File: config.mk
export PLATFORM = sky130hd
export DESIGN_NAME = counter_sequencer
export DESIGN_NICKNAME = d
export VERILOG_FILES = /design/src/rtl/counter_sequencer.sv
export SDC_FILE = /design/constraint.sdc
export NUM_CORES = 1
export LEC_CHECK = 0
export CORE_MARGIN = 2
export CORE_UTILIZATION = 50
export CTS_CLUSTER_SIZE = 24
export DETAILED_ROUTE_END_ITERATION = 7
export MAX_ROUTING_LAYER = met4
export PLACE_DENSITY = 0.81
export SKIP_LAST_GASP = 1
export SLEW_MARGIN = 20
export SYNTH_ARGS = -nofsm -noshare
export SYNTH_HDL_FRONTEND = slang
export SYNTH_SLANG_ARGS = --single-unit
File: constraint.sdc
create_clock -name clk -period 2.6 [get_ports clk]
set_input_delay 0.39 -clock clk [delete_from_list [all_inputs] [get_ports clk]]
set_output_delay 0.39 -clock clk [all_outputs]
set_load 0.005 [all_outputs]
File: src/rtl/counter_sequencer.sv
// counter_sequencer: runs NUM_CNT go/done counters one at a time in a fixed
// order, mirrors the active counter's output onto led, counts completed laps
// and halts when a counter fails to report done within TIMEOUT cycles.
// Optional: define COUNTER_SEQUENCER_PINGPONG_EN for a bouncing index order
// (0..NUM_CNT-1..0) instead of round-robin wrap.
module counter_sequencer #(
  parameter int NUM_CNT   = 2,
  parameter int OUT_WIDTH = 4,
  parameter int IDX_WIDTH = 3,
  parameter int TIMEOUT   = 64,
  parameter int LAP_WIDTH = 8
) (
  input  logic                         clk,
  input  logic                         rst,
  input  logic                         start,
  input  logic                         stop,
  input  logic [NUM_CNT-1:0]           done,
  input  logic [NUM_CNT*OUT_WIDTH-1:0] cnt_out,
  output logic [NUM_CNT-1:0]           go,
  output logic [OUT_WIDTH-1:0]         led,
  output logic [IDX_WIDTH-1:0]         active_idx,
  output logic                         busy,
  output logic                         timeout_err,
  output logic [LAP_WIDTH-1:0]         laps
);

  localparam int WD_W = $clog2(TIMEOUT);
  localparam logic [IDX_WIDTH-1:0] LAST_IDX = IDX_WIDTH'(NUM_CNT - 1);
  localparam logic [WD_W-1:0]      WD_MAX   = WD_W'(TIMEOUT - 1);

  typedef enum logic [1:0] {
    S_IDLE,
    S_LAUNCH,
    S_RUN,
    S_HALT
  } state_t;

  state_t                 state_q;
  logic [NUM_CNT-1:0]     go_q;
  logic [OUT_WIDTH-1:0]   led_q;
  logic [IDX_WIDTH-1:0]   active_idx_q;
  logic                   busy_q;
  logic                   timeout_err_q;
  logic [LAP_WIDTH-1:0]   laps_q;
  logic                   stop_pending_q;
  logic [WD_W-1:0]        wd_q;

  logic [NUM_CNT-1:0]     sel_oh;
  logic [NUM_CNT-1:0]     next_oh;
  logic [OUT_WIDTH-1:0]   led_d;
  logic [IDX_WIDTH-1:0]   idx_next_d;
  logic [LAP_WIDTH-1:0]   laps_d;
  logic                   done_act;
  logic                   stop_eff;

`ifdef COUNTER_SEQUENCER_PINGPONG_EN
  typedef enum logic {
    DIR_UP,
    DIR_DOWN
  } dir_t;

  dir_t dir_q;
  dir_t dir_d;
`endif

  // Decode the active index: one-hot select and output mux for led.
  always_comb begin
    sel_oh = '0;
    led_d  = '0;
    for (int unsigned i = 0; i < NUM_CNT; i++) begin
      if (active_idx_q == IDX_WIDTH'(i)) begin
        sel_oh[i] = 1'b1;
        led_d     = cnt_out[i*OUT_WIDTH +: OUT_WIDTH];
      end
    end
  end

  // Next counter in the sequence and the lap count that goes with it.
  always_comb begin
`ifdef COUNTER_SEQUENCER_PINGPONG_EN
    // Direction flips on reaching either end, so index 0 is never left going down.
    if (dir_q == DIR_UP) begin
      idx_next_d = active_idx_q + 1'b1;
    end else begin
      idx_next_d = active_idx_q - 1'b1;
    end
    dir_d = dir_q;
    if (idx_next_d == LAST_IDX) begin
      dir_d = DIR_DOWN;
    end else if (idx_next_d == '0) begin
      dir_d = DIR_UP;
    end
`else
    idx_next_d = (active_idx_q == LAST_IDX) ? '0 : active_idx_q + 1'b1;
`endif
    next_oh = '0;
    for (int unsigned i = 0; i < NUM_CNT; i++) begin
      if (idx_next_d == IDX_WIDTH'(i)) begin
        next_oh[i] = 1'b1;
      end
    end
    laps_d = laps_q;
    if (idx_next_d == '0 && !(&laps_q)) begin
      laps_d = laps_q + 1'b1;
    end
    done_act = |(done & sel_oh);
    // A stop arriving together with done still ends the sequence after this run.
    stop_eff = stop_pending_q | stop;
  end

  // Sequencer FSM with registered go/busy/index/lap/error outputs.
  always_ff @(posedge clk or posedge rst) begin
    if (rst) begin
      state_q        <= S_IDLE;
      go_q           <= '0;
      led_q          <= '0;
      active_idx_q   <= '0;
      busy_q         <= 1'b0;
      timeout_err_q  <= 1'b0;
      laps_q         <= '0;
      stop_pending_q <= 1'b0;
      wd_q           <= '0;
`ifdef COUNTER_SEQUENCER_PINGPONG_EN
      dir_q          <= DIR_UP;
`endif
    end else begin
      led_q <= led_d;
      go_q  <= '0;
      case (state_q)
        S_IDLE: begin
          if (start && !stop) begin
            state_q <= S_LAUNCH;
            go_q    <= sel_oh;
            busy_q  <= 1'b1;
          end
        end
        S_LAUNCH: begin
          wd_q    <= '0;
          state_q <= S_RUN;
          if (stop) begin
            stop_pending_q <= 1'b1;
          end
        end
        S_RUN: begin
          if (done_act) begin
            active_idx_q <= idx_next_d;
            laps_q       <= laps_d;
`ifdef COUNTER_SEQUENCER_PINGPONG_EN
            dir_q        <= dir_d;
`endif
            if (stop_eff) begin
              state_q        <= S_IDLE;
              busy_q         <= 1'b0;
              stop_pending_q <= 1'b0;
            end else begin
              state_q <= S_LAUNCH;
              go_q    <= next_oh;
            end
          end else if (wd_q == WD_MAX) begin
            timeout_err_q  <= 1'b1;
            state_q        <= S_HALT;
            busy_q         <= 1'b0;
            stop_pending_q <= 1'b0;
          end else begin
            wd_q <= wd_q + 1'b1;
            if (stop) begin
              stop_pending_q <= 1'b1;
            end
          end
        end
        S_HALT: begin
          if (start) begin
            timeout_err_q <= 1'b0;
            state_q       <= S_LAUNCH;
            go_q          <= sel_oh;
            busy_q        <= 1'b1;
          end
        end
        default: begin
          state_q <= S_IDLE;
          busy_q  <= 1'b0;
        end
      endcase
    end
  end

  assign go          = go_q;
  assign led         = led_q;
  assign active_idx  = active_idx_q;
  assign busy        = busy_q;
  assign timeout_err = timeout_err_q;
  assign laps        = laps_q;

endmodule
# After elaboration in Yosys (flattened, before gate mapping)
# Index checks and enable logic that the tools add are counted.
classes:
  muxes: 35
  n_eq_ne: 13
  reduce_logical: 19
  n_addsub: 3
  n_bitwise: 2
op_table:
  columns: ["op", "n"]
  rows:
  - ["$mux W1", 16]
  - ["$mux W2", 8]
  - ["$mux W6", 2]
  - ["$pmux W6 S2", 1]
  - ["$ne A2 B2 Y1 const B", 5]
  - ["$reduce_and A3 Y1", 3]
  - ["$add A8 B1 Y8 const B", 1]
  - ["$mux W4", 2]
  - ["$pmux W2 S4", 1]
  - ["$reduce_and A8 Y1", 1]
  - ["$add A6 B1 Y6 const B", 1]
  - ["$eq A3 B1 Y1 const B", 2]
  - ["$eq A6 B6 Y1 const B", 1]
  - ["$logic_not A3 Y1", 2]
  - ["$ne A3 B3 Y1 const B", 2]
  - ["$pmux W2 S3", 1]
  - ["$reduce_and A5 Y1", 1]
  - ["$eq A2 B2 Y1 const B", 2]
  - ["$pmux W1 S2", 2]
  - ["$reduce_and A2 Y1", 2]
  - ["$reduce_and A4 Y1", 1]
  - ["$reduce_bool A2 Y1", 2]
  - ["$add A3 B1 Y3 const B", 1]
  - ["$mux W3", 1]
  - ["9 further kinds", 11]
totals:
  output_inout_bits: 19
  reg_bits: 28
  elab_cells: 81
  inputBits: 14

# Logic depth before layout (Yosys ltp)
# Gate-level depths: netlist of run 1.
logic_depth:
  ltp_word: 7
  mapped_depth: 6
  mapped_depth_nobuf: 6

# Least setup slack after synthesis of run 1
# Ideal clock, no wire load.
synth_path:
  path_kind: "register to register"
  startpoint: "register state_q[0]"
  endpoint: "register busy_q (netlist: busy)"
  n_path_buf: 0
  arrival_ns: 1.804
  path_stages_with_launch: 7
  required_ns: 2.475
  setup_slack_ns: 0.671
  setup_ns: 0.125
  period_less_slack_ns: 1.929
  cell_sequence: "dfrtp_1 > inv_1 > ha_1 > inv_1 > or4_4 > o211ai_1 > mux2_2"
synth_via:
  elab_chain_len: 3
  word_cells_on_any_way: 10
  classes_between: "eq/ne: 6; mux: 1; reduce/logical: 3"
synth_rtl:
  columns: ["element", "line_no", "source"]
  rows:
  - ["from (decl)", "38", "state_t state_q;"]
  - ["from (signal assigned)", "114", "state_q <= S_IDLE;"]
  - ["from (signal assigned)", "132", "state_q <= S_LAUNCH;"]
  - ["from (signal assigned)", "139", "state_q <= S_RUN;"]
  - ["$eq A2 B2 Y1 or $logic_not A2 Y1 (tied branches)", "129", "case (state_q)"]
  - ["$ne A3 B3 Y1 (no source line) (tied with other cells)", null, null]
  - ["$reduce_and A5 Y1 (no source line)", null, null]
  - ["to (signal assigned)", "118", "busy_q <= 1'b0;"]
  - ["to (signal assigned)", "134", "busy_q <= 1'b1;"]
  - ["to (signal assigned)", "153", "busy_q <= 1'b0;"]
  - ["to (decl)", "42", "logic busy_q;"]
# Parallel ways exist; a longest one is shown, timed or not.
# A chain may end at the register's enable or synchronous reset.

# Final worst setup path of run 1
# Same ends and word-level chain as after synthesis.

==> qor.yml, run 1 <==
fin_crit_sh_pct: 81.50
drtAntennaViolNets: 0
cts_hold_repair.buffers: 0
layout.nets: 193
cap_violations: 0
post_cts.repair.setup_buffers: 0
critPathKind: "register to register"
max-slew-margin-rel_pct: 62.53
worstPathRequired_ns: 2.84
mappedNetlistArea_sq_mm: 0.001493
syn_inst: 140
critical_path.max_fanout: 8
p_sw_share_pct: 34.25
pwr-share-clk_pct: 14.9
start_util_pct: 53.21
cts.clk_slew.worst_paths_ns: 0.15
grt_use_total_pct: 20.49
num-fill-cells: 225
ctsResizeCount: 0
seq_area_sq_um: 700.7
drc: 3
gr-total-overflow: 0
dieArea_sq_mm: 0.003439
status: "complete, but fails checks"
slew_viol_final: 0
peakVddDrop_v: 0.0005843
ys_warn_count: 0
dp_hpwl_um: 2299
synth_seq_cells: 28
min_path_type: "input pin to async pin"
tightest_slew_ns: 0.5621
synth-async-reset-ratio_pct: 100.0
syn-num-nets: 160
pwr-share-comb_pct: 42.7
yosysSeqAreaShare_pct: 46.94
p_int_uw: 949.8
num_antenna_cells: 0
io_pins: 33
post-route-util_pct: 66.24
end_kind: "register"
p_leak_uw: 0.0008414
setup_viol: 0
cts.sinks: 28
rows: 19
failed_checks: "design-rule violations"
gp_congestion: 0.8145
p_switching_uw: 494.7
hold_viol: 0
num_vias: 1171
min_period_ns: 2.119
clock-skew-final_ns: 0.001382
cts_tree: "yes"
synthDistinctLibCells: 44
cts_root_buf: "clkbuf_4"
port_buffers: 32
arrival_ns: 2.35
grt_pass1_wl_um: 5257
multiInputGateArea_sq_um: 716.9
firstDrtPassIters: 6
layout-drive-gt1-share_pct: 9.884
syn_to_final_growth_pct: 24.48
grt_pass1_vias: 1150
core_area_sq_mm: 0.002805
fmax_mhz: 471.9
wl_per_cell_um: 15.02
cts_buffer_depth: 2
grt_max_degree: 29
vias_per_cell: 5.768
clkLatencyLatePin_ns: 0.33
worstSetupStartpointType: "register"
dr.first_iter.drc_count: 44
synthFlopType: "dfrtp_1"
cts_max_level: 1
totalWireLength_um: 3050
syn_area_per_cell_sq_um: 10.66
die_x_um: 58.64
synth_edf_count: 0
seq_power_share_pct: 42.4
antenna_found_initial: 0
fin_tns_setup_ns: 0
fp.dieH_um: 58.64
rsz0062_at_grt: "false"
powerDensity_mw_per_mm2: 777.4
cts_inserted_buffers: 3
kinds of logic after synthesis:
kind of cell	after synthesis	synth area share (%)
AOI/OAI and AO/OA	26	12.07
xor gates and xnor gates	8	4.694
adders and majority gates	6	5.029
buffers and inverters	14	5.029
DFF	28	46.94
muxes	13	9.891
and+or+nand+nor	45	16.35
registers in the layout, indices dropped and copies added, names as in the netlist:
name,count
led,4
busy,1
timeout_err,1
wd_q,6
laps,8
go,2
stop_pending_q,1
state_q,2
active_idx,3
power by group through the flow:
stage | Combinational [uW] | Clock [uW] | Sequential, uW
2_1_floorplan | 374 | 0 | 609
3_3_place_gp | 594 | 0 | 616
3_5_place_dp | 618 | 0 | 622
4_1_cts | 622 | 224 | 613
5_1_grt | 688 | 233 | 626
6_report | 617 | 215 | 613
through the flow:
step	area, sq um	setup WS (ns)	total power [uW]	cells	hold WS (ns)
floorplan	1493	0.6713	983.5	140	0.4544
global placement	1822	0.4603	1210	199	0.4144
detailed placement	1822	0.4366	1240	199	0.4367
CTS	1858	0.4837	1459	203	0.4115
global route	1858	0.3588	1548	203	0.4358
finish	1858	0.4810	1444	203	0.4006
final cells by class:
cell class	instances	area share, %
inverter	8	1.616
timing repair buffer	34	18.05
clock buffer	4	1.953
multi-input combinational	98	38.59
tap	31	2.088
sequential	28	37.71
cell usage after synthesis (all sizes together), types with 2 or more instances:
cell,n,area [sq um]
nor2,9,33.78
or2,2,12.52
nor3,3,20.02
ha,6,75.07
clkbuf,3,12.51
a2111oi,2,17.52
a21oi,4,20.02
nor2b,2,12.51
and4,2,17.52
dfrtp,28,700.7
and2,3,20.02
nand2,10,37.54
mux2,4,45.04
a311oi,2,17.52
buf,2,22.52
o21ai,7,35.03
or4,3,26.27
mux2i,9,102.6
o211ai,2,15.01
inv,8,30.03
xor2,7,61.31
and3,2,12.51
nand3,6,30.03
path summary, 6_finish.rpt:
| check | from | end | slack, ns | depth (start not counted) |
|---|---|---|---|---|
| setup reg to reg | state_q[0] | busy | 0.48 | 6 |
| setup / recovery | state_q[0] | busy | 0.48 | 6 |
| max in group asynchronous | rst | wd_q[4] | 1.94 | 3 |
| hold reg to reg | active_idx[1] | active_idx[1] | 0.49 | 0 |
| hold / removal | rst | led[0] | 0.40 | 3 |
| min in group clk | active_idx[1] | active_idx[1] | 0.49 | 0 |
layout by cell type, fill, tap and decap left out, types with 3 or more instances in the layout:
cell,n
nand2_1,10
clkbuf_4,3
a21oi_1,4
nand3_1,6
inv_1,8
clkdlybuf4s50_1,32
ha_1,6
xor2_1,7
mux2_2,4
dfrtp_1,28
mux2i_1,8
nor2_1,9
o21ai_0,6
worst max-delay path, cell delays in order (launching register included):
cell	delay [ns]
dfrtp_1	0.44
inv_1	0.10
ha_1	0.30
inv_1	0.14
or4_4	0.57
o211ai_1	0.12
mux2_2	0.35
metal layers:
metal  track usage, %  share of wire, %  wire [um]  vias to the layer above
met3            2.198               4.6        140                        6
met5                -                 0          0                        -
met1            25.89                43       1309                      566
li1                 -                 -          -                      566
met4            6.494               1.2         37                        0
met2            34.67                51       1562                       33
No activity file was read; power rests on OpenSTA's default activity.
==> run 2, diff against run 1 <==
==> constraint.sdc (replaced) <==
create_clock -name clk -period 2.1 [get_ports clk]
set_input_delay 0.315 -clock clk [delete_from_list [all_inputs] [get_ports clk]]
set_output_delay 0.315 -clock clk [all_outputs]
set_load 0.005 [all_outputs]
==> run 2 against run 1 <==
Net effect: the run still ends with design-rule violations left; largest cell class unchanged; wire length down 4.1%; hold slack lost 0.067 ns; design area increased by 2.4%; clock-buffer cell count is the same; register-to-register slack worse by 0.31 ns; sequential share of layout area decreased by 0.89 points; combinational power grew 27%.
==> qor.yml, run 2 (synthesis results as in run 1) <==
worstPathRequired_ns: 2.32  # -0.52 ns
largest_reg_flops: 8  # unchanged
dp_hpwl_um: 2267  # -1.4%
firstDrtPassIters: 6  # unchanged
slowest_delay_ns: 0.55  # -0.02 ns
cts_tree: "yes"
fmax_mhz: 519.5  # +10%
cap_violations: 0  # unchanged
setup_viol: 0  # unchanged
clkLatencyLatePin_ns: 0.32  # about the same
post-route-util_pct: 67.84  # +1.6 points
rows: 19  # unchanged
cts_hold_repair.buffers: 0  # unchanged
cpLargestDelayFamily: "simple AND/OR/NAND/NOR gates"
clock-skew-final_ns: 0.002106  # +0.0007236 ns
fin_area_sq_mm: 0.001903  # +2.4%
layout.nets: 199  # +3.1%
post_cts.repair.setup_buffers: 0  # unchanged
wl_per_cell_um: 14.00  # -6.9%
fin_crit_sh_pct: 91.67  # +10 points
die_x_um: 58.64  # unchanged
cp_num_buf_inv: 2  # unchanged
grt_pass1_wl_um: 5147  # -2.1%
status: "complete, but fails checks"
peakVddDrop_v: 0.0005112  # -13%
failed_checks: "design-rule violations"
critical_path.max_fanout: 5  # -3
ctsResizeCount: 0  # unchanged
drtAntennaViolNets: 0  # unchanged
dr.first_iter.drc_count: 18  # -59%
io_pins: 33  # unchanged
grt_use_total_pct: 19.70  # -0.79 points
core_area_sq_mm: 0.002805  # unchanged
antenna_found_initial: 0  # unchanged
cp_common_cell: "inv_1"
num_antenna_cells: 0  # unchanged
fp.dieH_um: 58.64  # unchanged
layout-drive-gt1-share_pct: 12.92  # +3.0 points
arrival_ns: 2.14  # -0.21 ns
vias_per_cell: 5.641  # -2.2%
min_path_type: "input pin to async pin"
gp_congestion: 0.8550  # +5.0%
drc: 3  # unchanged
grt_max_degree: 29  # unchanged
placed_area_sq_mm: 0.001867  # +2.5%
syn_to_final_growth_pct: 27.49
worstSetupStartpointType: "register"
port_buffers: 32  # unchanged
cts.clk_slew.worst_paths_ns: 0.14  # about the same
cts_root_buf: "clkbuf_4"
powerDensity_mw_per_mm2: 943.0  # +21%
rsz0062_at_grt: "false"
gr-total-overflow: 0  # unchanged
slowest_stage: "or4_4"
path_cells: "inv_1 > ha_1 > inv_1 > or4_4 > o211ai_1 > mux2_2"
min_period_ns: 1.925  # -0.1939 ns
totalWireLength_um: 2925  # -4.1%
cts_buffer_depth: 2  # unchanged
hold_viol: 0  # unchanged
start_util_pct: 53.21  # unchanged
final_cell_mix: "32 x clkdlybuf4s50_1, 28 x dfrtp_1, 10 x nand2_1, 9 x nor2_1"
cts.sinks: 28  # unchanged
dieArea_sq_mm: 0.003439  # unchanged
cts_inserted_buffers: 3  # unchanged
max-slew-margin-rel_pct: 66.14  # +3.6 points
grt_pass1_vias: 1189  # +3.4%
tightest_slew_ns: 0.4951  # -0.06695 ns
num_vias: 1179  # +0.68%
critPathKind: "register to register"
fin_tns_setup_ns: 0  # unchanged
p_leak_uw: 0.0008720  # +3.6%
slew_viol_final: 0  # unchanged
end_kind: "register"
layout_commonest_cell: "clkdlybuf4s50_1"
cts_max_level: 1  # unchanged
[run 2: final cells by class]
cell class | count | area [sq um]
clock buffer | 4 | 36.28
fill | 230 | 902.1
inverter | 8 | 30.03
multi-input combinational | 98 | 716.9
sequential | 28 | 700.7
tap | 31 | 38.79
timing repair buffer | 40 | 380.4
[run 2: metrics by stage]
step / instances / hold WS [ns] / total power (uW) / setup slack, ns
2_1_floorplan: 140 / 0.3804 / 1218 / 0.1713
3_3_place_gp: 205 / 0.4137 / 1523 / 0.06838
3_5_place_dp: 205 / 0.4238 / 1552 / 0.03294
4_1_cts: 209 / 0.3378 / 1816 / 0.1790
5_1_grt: 209 / 0.3576 / 1921 / 0.07522
6_report: 209 / 0.3331 / 1795 / 0.1749
[run 2: power breakdown]
group / internal [uW] / leakage, uW / switching (uW) / total [uW]
clock: 106 / 0.0000210 / 150 / 256
sequential: 655 / 0.000354 / 99.3 / 755
combinational: 432 / 0.000497 / 352 / 784
[run 2: metal layers]
layer  GRT usage, %  part of all wire, %  up-vias
met2          33.87                   51       25
met5              -                    0        -
met4          6.494                 0.34        0
met3          3.297                  4.8        2
met1          23.57                   44      577
li1               -                    -      575
[run 2: final timing paths]
path,start,endpoint,slack [ns],depth (start not counted)
worst max-delay path,state_q[0],busy,0.17,6
worst max register to register,state_q[0],busy,0.17,6
max in group asynchronous,rst,laps[2],1.51,3
min in group clk,active_idx[1],active_idx[1],0.45,0
worst min register to register,active_idx[1],active_idx[1],0.45,0
worst min-delay path,rst,led[0],0.33,3
[run 2: worst register-to-register path, cell delays in order (launching register included)]
cell      delay (ns)
dfrtp_1         0.44
inv_1           0.09
ha_1            0.17
inv_1           0.09
or4_4           0.55
o211ai_1        0.12
mux2_2          0.36
==> run 3, diff against run 2 <==
--- a/config.mk
+++ b/config.mk
@@ -5,6 +5,7 @@
 export SDC_FILE = /design/constraint.sdc
 export NUM_CORES = 1
 export LEC_CHECK = 0
+export CORE_ASPECT_RATIO = 0.5
 export CORE_MARGIN = 2
 export CORE_UTILIZATION = 50
 export CTS_CLUSTER_SIZE = 24
==> run 3 against run 2 <==
Net effect: the flow now finishes without violations; die area is 0.76% higher; combinational power hardly changed; non-clock buffer count stayed put; clock skew hardly changed; sequential power hardly changed; largest cell class unchanged.
==> qor.yml, run 3 (synthesis results as in run 1) <==
status: "complete, no violations"
core_area_sq_mm: 0.002716  # -3.2%
cts_tree: "yes"
drc: 0  # -3
cts_inserted_buffers: 3  # unchanged
cts_root_buf: "clkbuf_8"
num_antenna_cells: 0  # unchanged
num-fill-cells: 192  # -17%
port_buffers: 32  # unchanged
cts.clk_slew.worst_paths_ns: 0.10  # -0.04 ns
p_sw_share_pct: 31.81  # -1.7 points
pwr-share-comb_pct: 39.8  # -3.9 points
worstPathRequired_ns: 2.27  # -0.05 ns
clock-skew-final_ns: 0.001920  # -0.0001855 ns
grt_max_degree: 29  # unchanged
powerDensity_mw_per_mm2: 1010  # +7.1%
cts_max_level: 1  # unchanged
grt_use_total_pct: 20.22  # +0.52 points
p_leak_uw: 0.0008855  # +1.5%
pwr-share-clk_pct: 21.7  # +7.4 points
dieArea_sq_mm: 0.003465  # +0.76%
gp_congestion: 0.8280  # -3.2%
arrival_ns: 2.12  # -0.02 ns
layout_commonest_cell: "clkdlybuf4s50_1"
post_cts.repair.setup_buffers: 0  # unchanged
fmax_mhz: 513.7  # -1.1%
totalWireLength_um: 3035  # +3.8%
dpl_worst_slack_ns: 0.07158  # +0.03865 ns
grt_pass1_vias: 1136  # -4.5%
setup_slack_ns: 0.1532  # -0.02167 ns
firstDrtPassIters: 4  # -2
layout-drive-gt1-share_pct: 12.92  # unchanged
die_x_um: 81.27  # +39%
end_kind: "register"
min_period_ns: 1.947  # +0.02167 ns
critical_path.max_fanout: 7  # +2
peakVddDrop_v: 0.0006622  # +30%
dp_hpwl_um: 2265  # about the same
finalPower_uw: 1965  # +9.5%
cap_violations: 0  # unchanged
num_vias: 1193  # +1.2%
drtAntennaViolNets: 0  # unchanged
cts_buffer_depth: 2  # unchanged
layout.nets: 199  # unchanged
fin_tns_setup_ns: 0  # unchanged
cts_hold_repair.buffers: 0  # unchanged
io_pins: 33  # unchanged
hold_viol: 0  # unchanged
seq_power_share_pct: 38.5  # -3.5 points
cts.sinks: 28  # unchanged
p_switching_uw: 625.3  # +3.9%
fp.dieH_um: 42.64  # -27%
tightest_slew_ns: 0.5309  # +0.03575 ns
final_cell_mix: "32 x clkdlybuf4s50_1, 28 x dfrtp_1, 10 x nand2_1, 9 x nor2_1"
syn_to_final_growth_pct: 30.34
slew_viol_final: 0  # unchanged
p_int_uw: 1340  # +12%
max-slew-margin-rel_pct: 63.69  # -2.4 points
clkLatencyLatePin_ns: 0.27  # -0.05 ns
largest_reg_flops: 8  # unchanged
setup_viol: 0  # unchanged
wl_per_cell_um: 14.12  # +0.87%
antenna_found_initial: 0  # unchanged
worstSetupStartpointType: "register"
grt_pass1_wl_um: 5188  # +0.80%
rsz0062_at_grt: "false"
start_util_pct: 54.95  # +1.7 points
min_path_type: "input pin to async pin"
gr-total-overflow: 0  # unchanged
rows: 13  # -6
critPathKind: "register to register"
dr.first_iter.drc_count: 50  # +32
fin_crit_sh_pct: 92.70  # +1.0 points
ctsResizeCount: 0  # unchanged
vias_per_cell: 5.549  # -1.6%
[run 3: cell count changes in the layout (fill, tap and decap cells not counted)]
| cell | previous run | this run |
|---|---|---|
| clkbuf_8 | 1 | 3 |
| bufinv_16 | 0 | 1 |
| clkbuf_4 | 3 | 0 |
[run 3: final cells by class]
cell class | instances | area (sq um) | share of cell area [%]
multi-input combinational | 98 | 716.9 | 36.85
sequential | 28 | 700.7 | 36.01
timing repair buffer | 40 | 380.4 | 19.55
tap | 37 | 46.29 | 2.379
clock buffer | 3 | 41.29 | 2.122
clock inverter | 1 | 30.03 | 1.543
inverter | 8 | 30.03 | 1.543
[run 3: critical path, cell delays in order (launching register included)]
cell and delay (ns):
dfrtp_1 0.42, or2_0 0.37, or4_4 0.58, o211ai_1 0.12, mux2_2 0.35
[run 3: final timing paths]
kind	slack (ns)	depth (start not counted)	endpoint	start
max in group asynchronous	1.44	3	go[0]	rst
setup / recovery	0.15	4	busy	active_idx[1]
hold reg to reg	0.45	0	active_idx[1]	active_idx[1]
hold / removal	0.41	3	laps[2]	rst
setup reg to reg	0.15	4	busy	active_idx[1]
min in group clk	0.45	0	active_idx[1]	active_idx[1]
[run 3: power groups by stage]
stage / clock network, uW / registers (uW) / logic [uW]
2_1_floorplan: 0 / 755 / 463
6_report: 426 / 756 / 783
3_3_place_gp: 0 / 760 / 765
5_1_grt: 456 / 771 / 872
4_1_cts: 432 / 758 / 789
3_5_place_dp: 0 / 766 / 783
[run 3: per-stage QoR]
| step | instance area, sq um | utilization (%) | hold WS, ns | instances |
|---|---|---|---|---|
| global route | 1946 | 71.63 | 0.4526 | 215 |
| CTS | 1946 | 71.63 | 0.4180 | 215 |
| floorplan | 1493 | - | 0.3804 | 140 |
| finish | 1946 | 71.63 | 0.4085 | 215 |
| global placement | 1874 | 69.00 | 0.4243 | 211 |
| detailed placement | 1874 | 69.00 | 0.4273 | 211 |
[run 3: routing by layer]
layer	track usage (%)	vias up	share of wire (%)
met3	5.388	2	4.5
met1	25.24	583	46
met5	-	-	0
li1	-	575	-
met4	3.729	0	0.40
met2	33.44	33	50
